===== src/rtl/mio_clkgen.sv =====
// MIO link clock-phase generator: divides clk into two phase-offset clock levels
// with edge strobes, using shadowed settings that are applied through a controlled restart.
module mio_clkgen #(
    parameter int DW = 8
) (
    input  logic            clk,
    input  logic            nreset,
    input  logic            en,
    input  logic            clkchange,
    input  logic [DW-1:0]   clkdiv,
    input  logic [2*DW-1:0] clkphase0,
    input  logic [2*DW-1:0] clkphase1,
    output logic            clkout0,
    output logic            clkout1,
    output logic            rise0,
    output logic            fall0,
    output logic            rise1,
    output logic            fall1,
    output logic            clkstable
);

    typedef enum logic [1:0] {
        S_OFF,
        S_LOAD,
        S_SETTLE,
        S_RUN
    } state_t;

    localparam logic [DW-1:0] ONE = DW'(1);

    state_t            state;
    state_t            state_nxt;
    logic              settle_cnt;
    logic [DW-1:0]     cnt;
    logic [DW-1:0]     div_q;
    logic [2*DW-1:0]   ph0_q;
    logic [2*DW-1:0]   ph1_q;
    logic [DW-1:0]     div_eff;
    logic              run_stay;
    logic [2:0]        ev0;
    logic [2:0]        ev1;

    // Returns {next level, rise strobe, fall strobe}; rise wins when both phases match,
    // and a strobe only fires on a real level change.
    function automatic logic [2:0] edge_eval(
        input logic [DW-1:0]   c,
        input logic [2*DW-1:0] ph,
        input logic            lvl
    );
        logic [2:0] res;
        res = {lvl, 2'b00};
        if (c == ph[DW-1:0]) begin
            res = {1'b1, ~lvl, 1'b0};
        end else if (c == ph[2*DW-1:DW]) begin
            res = {1'b0, 1'b0, lvl};
        end
        return res;
    endfunction

    // NOTE: every combinational output gets a default before any branch, so no path
    // can leave it unassigned and infer a latch.
    always_comb begin
        state_nxt = state;
        if (!en) begin
            state_nxt = S_OFF;
        end else begin
            case (state)
                S_OFF:    state_nxt = S_LOAD;
                S_LOAD:   state_nxt = clkchange ? S_LOAD : S_SETTLE;
                S_SETTLE: begin
                    if (clkchange)       state_nxt = S_LOAD;
                    else if (settle_cnt) state_nxt = S_RUN;
                end
                S_RUN:    if (clkchange) state_nxt = S_LOAD;
                default:  state_nxt = S_OFF;
            endcase
        end
    end

    always_comb begin
        div_eff  = (div_q == '0) ? ONE : div_q;
        run_stay = (state == S_RUN) && (state_nxt == S_RUN);
        ev0      = edge_eval(cnt, ph0_q, clkout0);
        ev1      = edge_eval(cnt, ph1_q, clkout1);
    end

    // NOTE: sequential state uses non-blocking assignments so every register samples
    // the pre-edge values regardless of statement order.
    always_ff @(posedge clk or negedge nreset) begin
        if (!nreset) begin
            state      <= S_OFF;
            settle_cnt <= 1'b0;
            clkstable  <= 1'b0;
        end else begin
            state      <= state_nxt;
            settle_cnt <= (state == S_SETTLE) && (state_nxt == S_SETTLE);
            clkstable  <= (state_nxt == S_RUN);
        end
    end

    // Shadows only follow the register block during LOAD, so writes at any other
    // time cannot disturb a running waveform.
    always_ff @(posedge clk or negedge nreset) begin
        if (!nreset) begin
            div_q <= '0;
            ph0_q <= '0;
            ph1_q <= '0;
        end else if (state == S_LOAD) begin
            div_q <= clkdiv;
            ph0_q <= clkphase0;
            ph1_q <= clkphase1;
        end
    end

    always_ff @(posedge clk or negedge nreset) begin
        if (!nreset) begin
            cnt <= '0;
        end else if (run_stay) begin
            cnt <= (cnt >= div_eff) ? '0 : cnt + ONE;
        end else begin
            cnt <= '0;
        end
    end

    // Leaving RUN clears levels and strobes at once, truncating any high phase.
    always_ff @(posedge clk or negedge nreset) begin
        if (!nreset) begin
            clkout0 <= 1'b0;
            rise0   <= 1'b0;
            fall0   <= 1'b0;
            clkout1 <= 1'b0;
            rise1   <= 1'b0;
            fall1   <= 1'b0;
        end else if (run_stay) begin
            {clkout0, rise0, fall0} <= ev0;
            {clkout1, rise1, fall1} <= ev1;
        end else begin
            clkout0 <= 1'b0;
            rise0   <= 1'b0;
            fall0   <= 1'b0;
            clkout1 <= 1'b0;
            rise1   <= 1'b0;
            fall1   <= 1'b0;
        end
    end

endmodule


===== config.mk =====
export PLATFORM = sky130hd
export DESIGN_NAME = mio_clkgen
export DESIGN_NICKNAME = d
export VERILOG_FILES = /design/src/rtl/mio_clkgen.sv
export SDC_FILE = /design/constraint.sdc
export NUM_CORES = 1
export LEC_CHECK = 0
export CAP_MARGIN = 20
export CORE_ASPECT_RATIO = 1.25
export CORE_MARGIN = 5
export CORE_UTILIZATION = 53
export CTS_CLUSTER_DIAMETER = 60
export DETAILED_ROUTE_END_ITERATION = 10
export PLACE_DENSITY = 0.8
export SYNTH_ARGS = -nofsm -noshare
export SYNTH_HDL_FRONTEND = slang
export SYNTH_SLANG_ARGS = --single-unit

===== constraint.sdc =====
create_clock -name clk -period 2.65 [get_ports clk]
set_clock_uncertainty 0.2 [all_clocks]
set_input_delay 0.3975 -clock clk [delete_from_list [all_inputs] [get_ports clk]]
set_output_delay 0.3975 -clock clk [all_outputs]
set_load 0.02 [all_outputs]

**Yosys cells after proc, flatten, opt, wreduce, memory -nomap -nowiden**

Index checks and enable logic that the tools add are counted.

- Bits in registers: 58
- Latch bits: 0
- Bits in writable memories: 0
- Bits in read-only memories: 0
- Input bits: 44
- Output and inout port bits: 7
- Memories kept: 0

- Add/subtract/negate cells: 1
- Multiply operators: 0
- Divide/modulo/power cells: 0
- $lt $le $gt $ge: 1
- Eq/ne operators: 11
- Shift-type cells: 0
- Multiplexer cells: 19
- Bitwise logic cells: 2
- Reduce and logical (&&, ||, !) cells: 4

Operators with widths:

| operator | number |
|---|---|
| $eq A8 B8 Y1 | 4 |
| $mux W8 | 3 |
| $mux W3 | 4 |
| $mux W2 | 5 |
| $add A8 B1 Y8 const B | 1 |
| $eq A2 B2 Y1 const B | 4 |
| $ge A8 B8 Y1 | 1 |
| $logic_not A8 Y1 | 1 |
| $pmux W2 S4 | 1 |
| $mux W1 | 6 |
| $ne A3 B1 Y1 const B | 2 |
| $eq A2 B1 Y1 const B | 1 |
| $logic_and A1 B1 Y1 | 2 |
| $logic_not A2 Y1 | 1 |
| $not A1 Y1 | 2 |

**Longest topological paths before layout**

Gate-level depths: netlist (run 1).

- Depth after elaboration: 7
- Mapped depth: 7
- Gate-level depth less buffers: 7

**Worst setup path before layout (run 1)**

OpenSTA, ideal clock, no wires.

- Path kind: reg-to-reg
- From: register div_q[2]
- To: register cnt[2]
- Arrival time: 1.714 ns
- Setup slack: 0.654 ns
- Stages on the path, launching flop included: 8
- Clock period less this slack: 1.996 ns
- Path through: dfrtp_1 -> nor4_1 -> a41o_1 -> ha_1 -> nand2b_1 -> a31oi_2 -> o311ai_4 -> nor3_2

- Longest elaborated chain between the ends: 5

Ends and longest elaborated chain:

| item | RTL line | source |
|---|---|---|
| from (decl) | 35 | `logic [DW-1:0] div_q;` |
| from (signal assigned) | 109 | `div_q <= clkdiv;` |
| $logic_not A8 Y1 | 81 | `div_eff = (div_q == '0) ? ONE : div_q;` |
| $mux W8 (*) | 81 |  |
| $ge A8 B8 Y1 (*) | 119 | `cnt <= (cnt >= div_eff) ? '0 : cnt + ONE;` |
| $mux W8 (*) | 119 |  |
| $mux W8 (*) | 118 | `end else if (run_stay) begin` |
| to (signal assigned) | 119 |  |
| to (decl) | 34 | `logic [DW-1:0] cnt;` |

Every way passes the cells marked *; elsewhere a longest branch is shown, timed or not.
A chain may end at the register's enable or synchronous reset.

**Final worst setup path (run 1)**

- From: register div_q[2]
- To: register cnt[4]

Same word-level chain as after synthesis.

==> reports/metrics.cfg, run 1 <==
[run_status]
status = finished, final reports clean

[critical_path]
crit_fanout = 8
cp.depth = 7
arrival_ns = 2.33
ff2ff_path_depth = 7
required_ns = 2.71
rr_endpoint = cnt[4]
endpoint_kind = register
rrSetupSlack_ns = 0.38
max_stage_delay_ns = 0.38
r2r-start = div_q[2]
worst_path_dominant_cell_family = simple AND/OR/NAND/NOR gates
crit_buf_inv = 0
start_kind = register
path_class = register to register
slowest_stage = dfrtp_1
crit_chain = nor4_1 -> a41o_1 -> ha_1 -> nand2b_1 -> a31oi_2 -> o311ai_4 -> nor3_2
crit_start = div_q[2]

[yosys]
ys_seq_area_share_pct = 49.9
yosysWarningCount = 0
synth_nets = 286
netlist_instances = 233
netlist_area_um2 = 2910
synth_cell_types = 35
ys_ff_latch = 58
synth_area_per_cell_um2 = 12.5

[timing]
period_needed_ns = 2.27
fin_tns_setup_ns = 0
hold_viol = 0
fmax_mhz = 441
maxSlewViolCount = 0
hold_slack_ns = 0.239
rsz0062_at_grt = no
setup_viol = 0
period_share_pct = 85.6
setup_slack_ns = 0.381
tightest_slew_ns = 0.622
max_slew_margin_pct = 58.6

[detailed_routing]
drt_pass1_iterations = 4
detail_route.iter0.violations = 50
drc_errors = 0
routedWlPerCell_um = 16.1
finalWirelength_um = 5680
ant_nets = 0
vias = 1863
via_per_inst = 5.26

[power_and_ir_drop]
internal_power_mw = 1.68
power_mw = 2.25
p_clk_share_pct = 36.8
p_seq_share_pct = 47.5
peakVddDrop_v = 0.000402
p_switching_uw = 562
sw_frac_of_total_pct = 25.0
comb_power_share_pct = 15.8
p_leak_nw = 1.59
cellPowerDensity_nw_per_um2 = 621

[worst_hold_path]
holdPathEnd = settle_cnt
worstHoldStart = settle_cnt
hold_class = register to register
hold_depth = 1

[cells_and_area]
utilization_pct = 67.4
nNetsFinal = 338
final_cells = 354
post_route_cells_drive_above_1_share_pct = 23.1
final_area_um2 = 3620
area_growth_pct = 24.3
antennaDiodeCount = 0

[clocking]
cts_max_level = 3
cts_made_buffers = 9
cts_tree = built
path_clk_slew_ns = 0.07
cts.path.max_buffers = 2
cts-root-buf = clkbuf_8
clk_latency_ns = 0.34
clkSinkCount = 58

[place]
pre_cts_ws_ns = 0.379
hpwl_um = 4230
dp.cells = 337
port_buffers = 50
place_area_um2 = 3400
place.gp.congestion = 0.802

[flow_run]
max_cap_violations = 0

[global_route]
grt_max_degree = 41
grt_pass1_wl_um = 9500
antenna_found_initial = 0
grt_overflow_total = 0
grt_usage_pct = 17.0
grt_pass1_vias = 1976

[floorplanning]
ios = 51
core_um2 = 5370
std_cell_rows = 30
die_w_um = 76.3
start_util_pct = 54.2
die_h_um = 92.8
dieArea_um2 = 7080

-- logic make-up after synthesis --
family	count (synthesis)	share of synthesized area, %
flip-flops	58	49.9
AND/OR/NAND/NOR	53	11.4
XOR/XNOR	38	11.4
multiplexers	33	13.4
buffers and inverters	22	4.73
AO/OA/AOI/OAI	20	5.25
adder cells (fa/ha/maj)	9	3.87
-- state kept, by name (all words and copies together) (netlist names) --
register	flops
ph0_q	16
ph1_q	16
cnt	8
div_q	8
state	2
clkout0	1
clkout1	1
clkstable	1
fall0	1
fall1	1
rise0	1
rise1	1
settle_cnt	1
-- power groups by stage --
| stage | clock network [mW] | logic, mW | registers [mW] |
|---|---|---|---|
| finish | 0.825 | 0.354 | 1.07 |
| global placement | 0 | 0.344 | 1.08 |
| global route | 0.874 | 0.389 | 1.08 |
| detailed placement | 0 | 0.358 | 1.08 |
| floorplan | 0 | 0.242 | 1.06 |
| CTS | 0.836 | 0.360 | 1.07 |
-- layout by cell type (no fill, tap or decap), types with 2 or more instances in the layout --
master	count
a21o_1	3
a21oi_1	2
buf_4	3
clkbuf_8	11
clkdlybuf4s50_1	49
clkinv_2	3
dfrtp_1	58
ha_1	9
inv_1	9
mux2_2	28
mux2_4	5
nand2_1	14
nand3_1	4
nand4_1	3
nor2_1	6
nor3_1	4
nor3_2	8
nor4_1	5
nor4_2	2
o21ai_0	8
xnor2_1	12
xor2_1	26
-- Yosys cell counts, drive strengths merged --
cell type / instances / area share (%)
xnor2: 12 / 3.6
buf: 13 / 3.6
o21ai: 9 / 1.5
a21o: 3 / 0.77
a2111oi: 1 / 0.34
inv: 9 / 1.2
nand4: 3 / 0.65
nand3: 4 / 0.69
and4b: 2 / 0.73
nand3b: 1 / 0.26
nor2: 6 / 0.77
a21oi: 2 / 0.34
a31oi: 1 / 0.43
o21a: 1 / 0.26
ha: 9 / 3.9
xor2: 26 / 7.8
and2b: 1 / 0.34
mux2: 33 / 13
a41o: 1 / 0.34
nor3: 12 / 3.4
nor3b: 1 / 0.26
o311ai: 1 / 0.90
nand2b: 1 / 0.22
nand4b: 1 / 0.30
nor4: 7 / 1.9
nand2: 14 / 1.8
dfrtp: 58 / 50
a211o: 1 / 0.30
-- layout make-up --
cell class	count	area, um2
Clock buffer	11	151
Clock inverter	5	52.6
Fill cell	414	1750
Inverter	9	33.8
Multi-Input combinational cell	153	1320
Sequential cell	58	1450
Tap cell	64	80.1
Timing Repair Buffer	54	528
-- worst max-delay path by stage --
| stage | endpoint | slack [ns] |
|---|---|---|
| finish | cnt[4] | 0.38 |
| global route | cnt[5] | 0.28 |
| CTS | cnt[4] | 0.35 |
| detailed placement | cnt[5] | 0.38 |
| global placement | cnt[4] | 0.55 |
| floorplan | cnt[2] | 0.65 |
-- repair_timing --
item	CTS	global route
buffers inserted	0	0
endpoints found under the hold margin	27	0
gates resized for setup	0	0
hold buffers	1	0
-- metal layers --
metal  vias to the layer above  wire [um]  global-route usage, %
met5                         -          0                      0
met4                         0        142                   9.62
met3                        11        211                   3.50
met2                        38       2870                   28.3
met1                       905       2460                   20.4
li1                        909          -                      -
Power figures use the tool's default switching activity.
==> run 2: changes to the inputs <==
==> constraint.sdc (replaced) <==
create_clock -name clk -period 2.65 [get_ports clk]
set_clock_uncertainty 0.2 [all_clocks]
set_input_delay 0.265 -clock clk [delete_from_list [all_inputs] [get_ports clk]]
set_output_delay 0.265 -clock clk [all_outputs]
set_load 0.02 [all_outputs]
==> reports/metrics.cfg, run 2 (synthesis gave the netlist of run 1 again) <==
[detailed_routing]
finalWirelength_um = 5640
via_per_inst = 5.31
ant_nets = 0
vias = 1876
drt_pass1_iterations = 4
drc_errors = 0
detail_route.iter0.violations = 48
routedWlPerCell_um = 16.0

[flow_run]
max_cap_violations = 0

[clocking]
cts_tree = built
cts.repair.resized = 0
cts_setup_buffers = 0
cts-root-buf = clkbuf_8
hold_buffers = 1
clk_latency_ns = 0.33
clkSinkCount = 58
path_clk_slew_ns = 0.07
cts_max_level = 3
cts.path.max_buffers = 2
cts_made_buffers = 9

[timing]
max_slew_margin_pct = 54.8
fmax_mhz = 464
maxSlewViolCount = 0
period_share_pct = 81.3
fin_tns_setup_ns = 0
period_needed_ns = 2.16
setup_slack_ns = 0.495
tightest_slew_ns = 0.678
hold_viol = 0
rsz0062_at_grt = no
setup_viol = 0

[cells_and_area]
antennaDiodeCount = 0
register_area_um2 = 1450
area_growth_pct = 24.6
nNetsFinal = 337
largest_registers = ph0_q x16, ph1_q x16
n_fill_cell = 407
multi_input_area_um2 = 1320
final_common_cell = dfrtp_1
post_route_cells_drive_above_1_share_pct = 22.8
mostFrequentLayoutCells = dfrtp_1, clkdlybuf4s50_1, mux2_2

[floorplanning]
die_h_um = 92.8
start_util_pct = 54.2
ios = 51
core_um2 = 5370
die_w_um = 76.3
std_cell_rows = 30
dieArea_um2 = 7080

[power_and_ir_drop]
peakVddDrop_v = 0.000367
cellPowerDensity_nw_per_um2 = 634
p_leak_nw = 1.59

[critical_path]
endpoint_kind = register
arrival_ns = 2.21
required_ns = 2.70
start_kind = register
path_class = register to register
crit_fanout = 8

[global_route]
grtUsageMet3_pct = 3.99
use_met2_pct = 28.4
grt_pass1_vias = 1957
grt_usage_pct = 17.3
grt_overflow_total = 0
grt.busiest_layer = met2
grtUsageMet1_pct = 21.3
grt_pass1_wl_um = 9530
grt_max_degree = 49
antenna_found_initial = 0

[place]
pre_cts_ws_ns = 0.492
port_buffers = 50
hpwl_um = 4070
place.gp.congestion = 0.834

[run_status]
status = finished, final reports clean

[worst_hold_path]
hold_class = primary input to asynchronous set/reset pin

==> run 2: cell types whose count changed in the layout (fill, tap and decap cells not counted), sizes merged <==
cell      previous run  this run
clkbuf              11         9
clkinvlp             1         2
bufinv               1         2
buf                  4         3
==> run 2: final timing paths <==
path | from | cells past startpoint | endpoint | slack [ns]
setup reg to reg | div_q[2] | 7 | cnt[5] | 0.49
hold reg to reg | settle_cnt | 1 | settle_cnt | 0.26
setup / recovery | div_q[2] | 7 | cnt[5] | 0.49
hold / removal | nreset | 2 | ph1_q[5] | 0.21
max in group asynchronous | nreset | 3 | ph1_q[3] | 1.42
min in group clk | settle_cnt | 1 | settle_cnt | 0.26
==> run 2: routing by layer <==
metal / share of wire, % / vias to the layer above
met5: 0 / -
met3: 4.1 / 8
li1: - / 910
met4: 1.3 / 0
met1: 44 / 911
met2: 50 / 47
==> run 2: power by group <==
group / internal (mW) / switching (mW)
Combinational: 0.210 / 0.141
Sequential: 0.990 / 0.0752
Clock: 0.527 / 0.356
Total: 1.73 / 0.572
==> run 2: cell type report <==
class                           count  area share, %
Tap cell                           64           2.21
Clock inverter                      7           2.59
Multi-Input combinational cell    153           36.4
Sequential cell                    58           40.1
Inverter                            9          0.932
Clock buffer                        9           3.42
Timing Repair Buffer               53           14.4
==> run 2: through the flow <==
stage | hold WS, ns | utilization [%] | power [mW] | instance area, um2 | instances
4_1_cts | 0.218 | 67.5 | 2.33 | 3620 | 353
6_report | 0.207 | 67.5 | 2.30 | 3620 | 353
3_5_place_dp | 0.0400 | 63.3 | 1.43 | 3400 | 336
3_3_place_gp | 0.0386 | 63.3 | 1.42 | 3400 | 336
2_1_floorplan | -0.231 | - | 1.30 | 2910 | 233
5_1_grt | 0.240 | 67.5 | 2.41 | 3620 | 353
==> run 2: worst max-delay path, cell delays in order, from the launching register on <==
cell	delay (ns)
dfrtp_1	0.38
nor4_1	0.30
a41o_1	0.21
ha_1	0.22
nand2b_1	0.15
a31oi_2	0.24
o311ai_4	0.19
nor3_2	0.19
==> run 3: changes to the inputs <==
- clock period: 2.65 -> 2.1 ns (I/O delays scaled with it)
==> reports/metrics.cfg, run 3 (synthesis gave the netlist of run 1 again) <==
[timing]
setup_slack_ns = -0.0566
rsz0062_at_grt = yes
hold_viol = 0
tightest_slew_ns = 0.710
maxSlewViolCount = 0
period_needed_ns = 2.16
max_slew_margin_pct = 52.7
period_share_pct = 103
hold_slack_ns = 0.240
fmax_mhz = 464
setup_viol = 8

[floorplanning]
start_util_pct = 54.2
die_h_um = 92.8
ios = 51
die_w_um = 76.3
core_um2 = 5370
std_cell_rows = 30
dieArea_um2 = 7080

[power_and_ir_drop]
sw_frac_of_total_pct = 24.3
comb_power_share_pct = 16.4
internal_power_mw = 2.24
p_clk_share_pct = 38.1
cellPowerDensity_nw_per_um2 = 783
peakVddDrop_v = 0.000501
p_leak_nw = 1.68
p_seq_share_pct = 45.5
p_switching_uw = 716

[place]
port_buffers = 50
place_area_um2 = 3470
dp.cells = 346
place.gp.congestion = 0.842
hpwl_um = 4180

[detailed_routing]
vias = 1949
drt_pass1_iterations = 4
detail_route.iter0.violations = 83
routedWlPerCell_um = 16.1
ant_nets = 0
drc_errors = 0
finalWirelength_um = 5920
via_per_inst = 5.31

[clocking]
cts-root-buf = clkbuf_8
cts.path.max_buffers = 2
clk_latency_ns = 0.33
cts_tree = built
cts_made_buffers = 9
path_clk_slew_ns = 0.07
clkSinkCount = 58
cts_max_level = 3

[global_route]
antenna_found_initial = 0
grtUsageMet3_pct = 5.54
grt_overflow_total = 0
grt_usage_pct = 18.5
grt_pass1_wl_um = 10100
grt_max_degree = 59
grt.busiest_layer = met2
grtUsageMet1_pct = 21.3
grt_pass1_vias = 2120
use_met2_pct = 31.3

[cells_and_area]
final_area_um2 = 3770
area_growth_pct = 29.6
post_route_cells_drive_above_1_share_pct = 26.7
utilization_pct = 70.3
final_cells = 367
nNetsFinal = 351
antennaDiodeCount = 0
largest_registers = ph0_q x16, ph1_q x16
mostFrequentLayoutCells = dfrtp_1, clkdlybuf4s50_1, mux2_2
final_common_cell = dfrtp_1

[run_status]
violations = negative setup slack
status = finished, violations left

[critical_path]
rrSetupSlack_ns = -0.06
worst_path_dominant_cell_family = simple AND/OR/NAND/NOR gates
arrival_ns = 2.21
crit_fanout = 7
rr_endpoint = cnt[2]
slowest_stage = dfrtp_1
crit_buf_inv = 1
r2r-start = div_q[7]
path_class = register to register
ff2ff_path_depth = 8
max_stage_delay_ns = 0.39
crit_chain = nor4_2 -> a41o_1 -> ha_1 -> nand2b_4 -> a31oi_4 -> o311ai_4 -> buf_12 -> nor3_2
required_ns = 2.16
endpoint_kind = register
start_kind = register

[worst_hold_path]
hold_class = register to register
worstHoldStart = settle_cnt
holdPathEnd = settle_cnt
hold_depth = 1

[flow_run]
max_cap_violations = 0

## run 3: power by group through the flow
stage | Combinational, mW | Clock, mW | Sequential (mW)
5_1_grt | 0.536 | 1.20 | 1.36
3_5_place_dp | 0.456 | 0 | 1.36
2_1_floorplan | 0.306 | 0 | 1.34
6_report | 0.485 | 1.12 | 1.34
3_3_place_gp | 0.439 | 0 | 1.35
4_1_cts | 0.481 | 1.15 | 1.34
## run 3: worst register-to-register path, delay by kind of cell (launching register included)
family | cells | cell delay (ns)
flip-flops | 1 | 0.39
AND/OR/NAND/NOR | 3 | 0.57
adder cells (fa/ha/maj) | 1 | 0.24
buffers and inverters | 1 | 0.17
AO/OA/AOI/OAI | 3 | 0.51
## run 3: worst max-delay path by stage
stage | startpoint | endpoint | slack, ns | cells after the start
2_1_floorplan | div_q[2] | cnt[2] | 0.10 | 7
3_3_place_gp | div_q[2] | cnt[3] | -0.02 | 7
3_5_place_dp | div_q[2] | cnt[6] | -0.10 | 7
4_1_cts | div_q[7] | cnt[6] | -0.07 | 8
5_1_grt | div_q[7] | cnt[0] | -0.13 | 8
6_report | div_q[7] | cnt[2] | -0.06 | 8
## run 3: layout make-up
cell class | count | area, um2
Clock buffer | 11 | 141
Clock inverter | 5 | 77.6
Fill cell | 382 | 1600
Inverter | 9 | 33.8
Multi-Input combinational cell | 153 | 1350
Sequential cell | 58 | 1450
Tap cell | 64 | 80.1
Timing Repair Buffer | 67 | 638
## run 3: per-layer routing
layer,vias to the layer above,wire [um]
met3,9,295
met1,958,2450
met5,-,0
li1,942,-
met2,40,3040
met4,0,132
## run 3: repair_timing
item,in CTS,in global routing
buffers inserted,2,2
hold buffers,1,0
resized for setup,4,0
endpoints found under the hold margin,58,0
setup endpoints to repair,8,8
pin swaps,11,1
## run 3: stage by stage
stage / setup slack (ns) / power (mW) / setup TNS (ns)
3_5_place_dp: -0.101 / 1.82 / -0.676
5_1_grt: -0.128 / 3.10 / -0.837
6_report: -0.0566 / 2.95 / -0.261
2_1_floorplan: 0.104 / 1.64 / 0
3_3_place_gp: -0.0190 / 1.79 / -0.107
4_1_cts: -0.0667 / 2.98 / -0.505
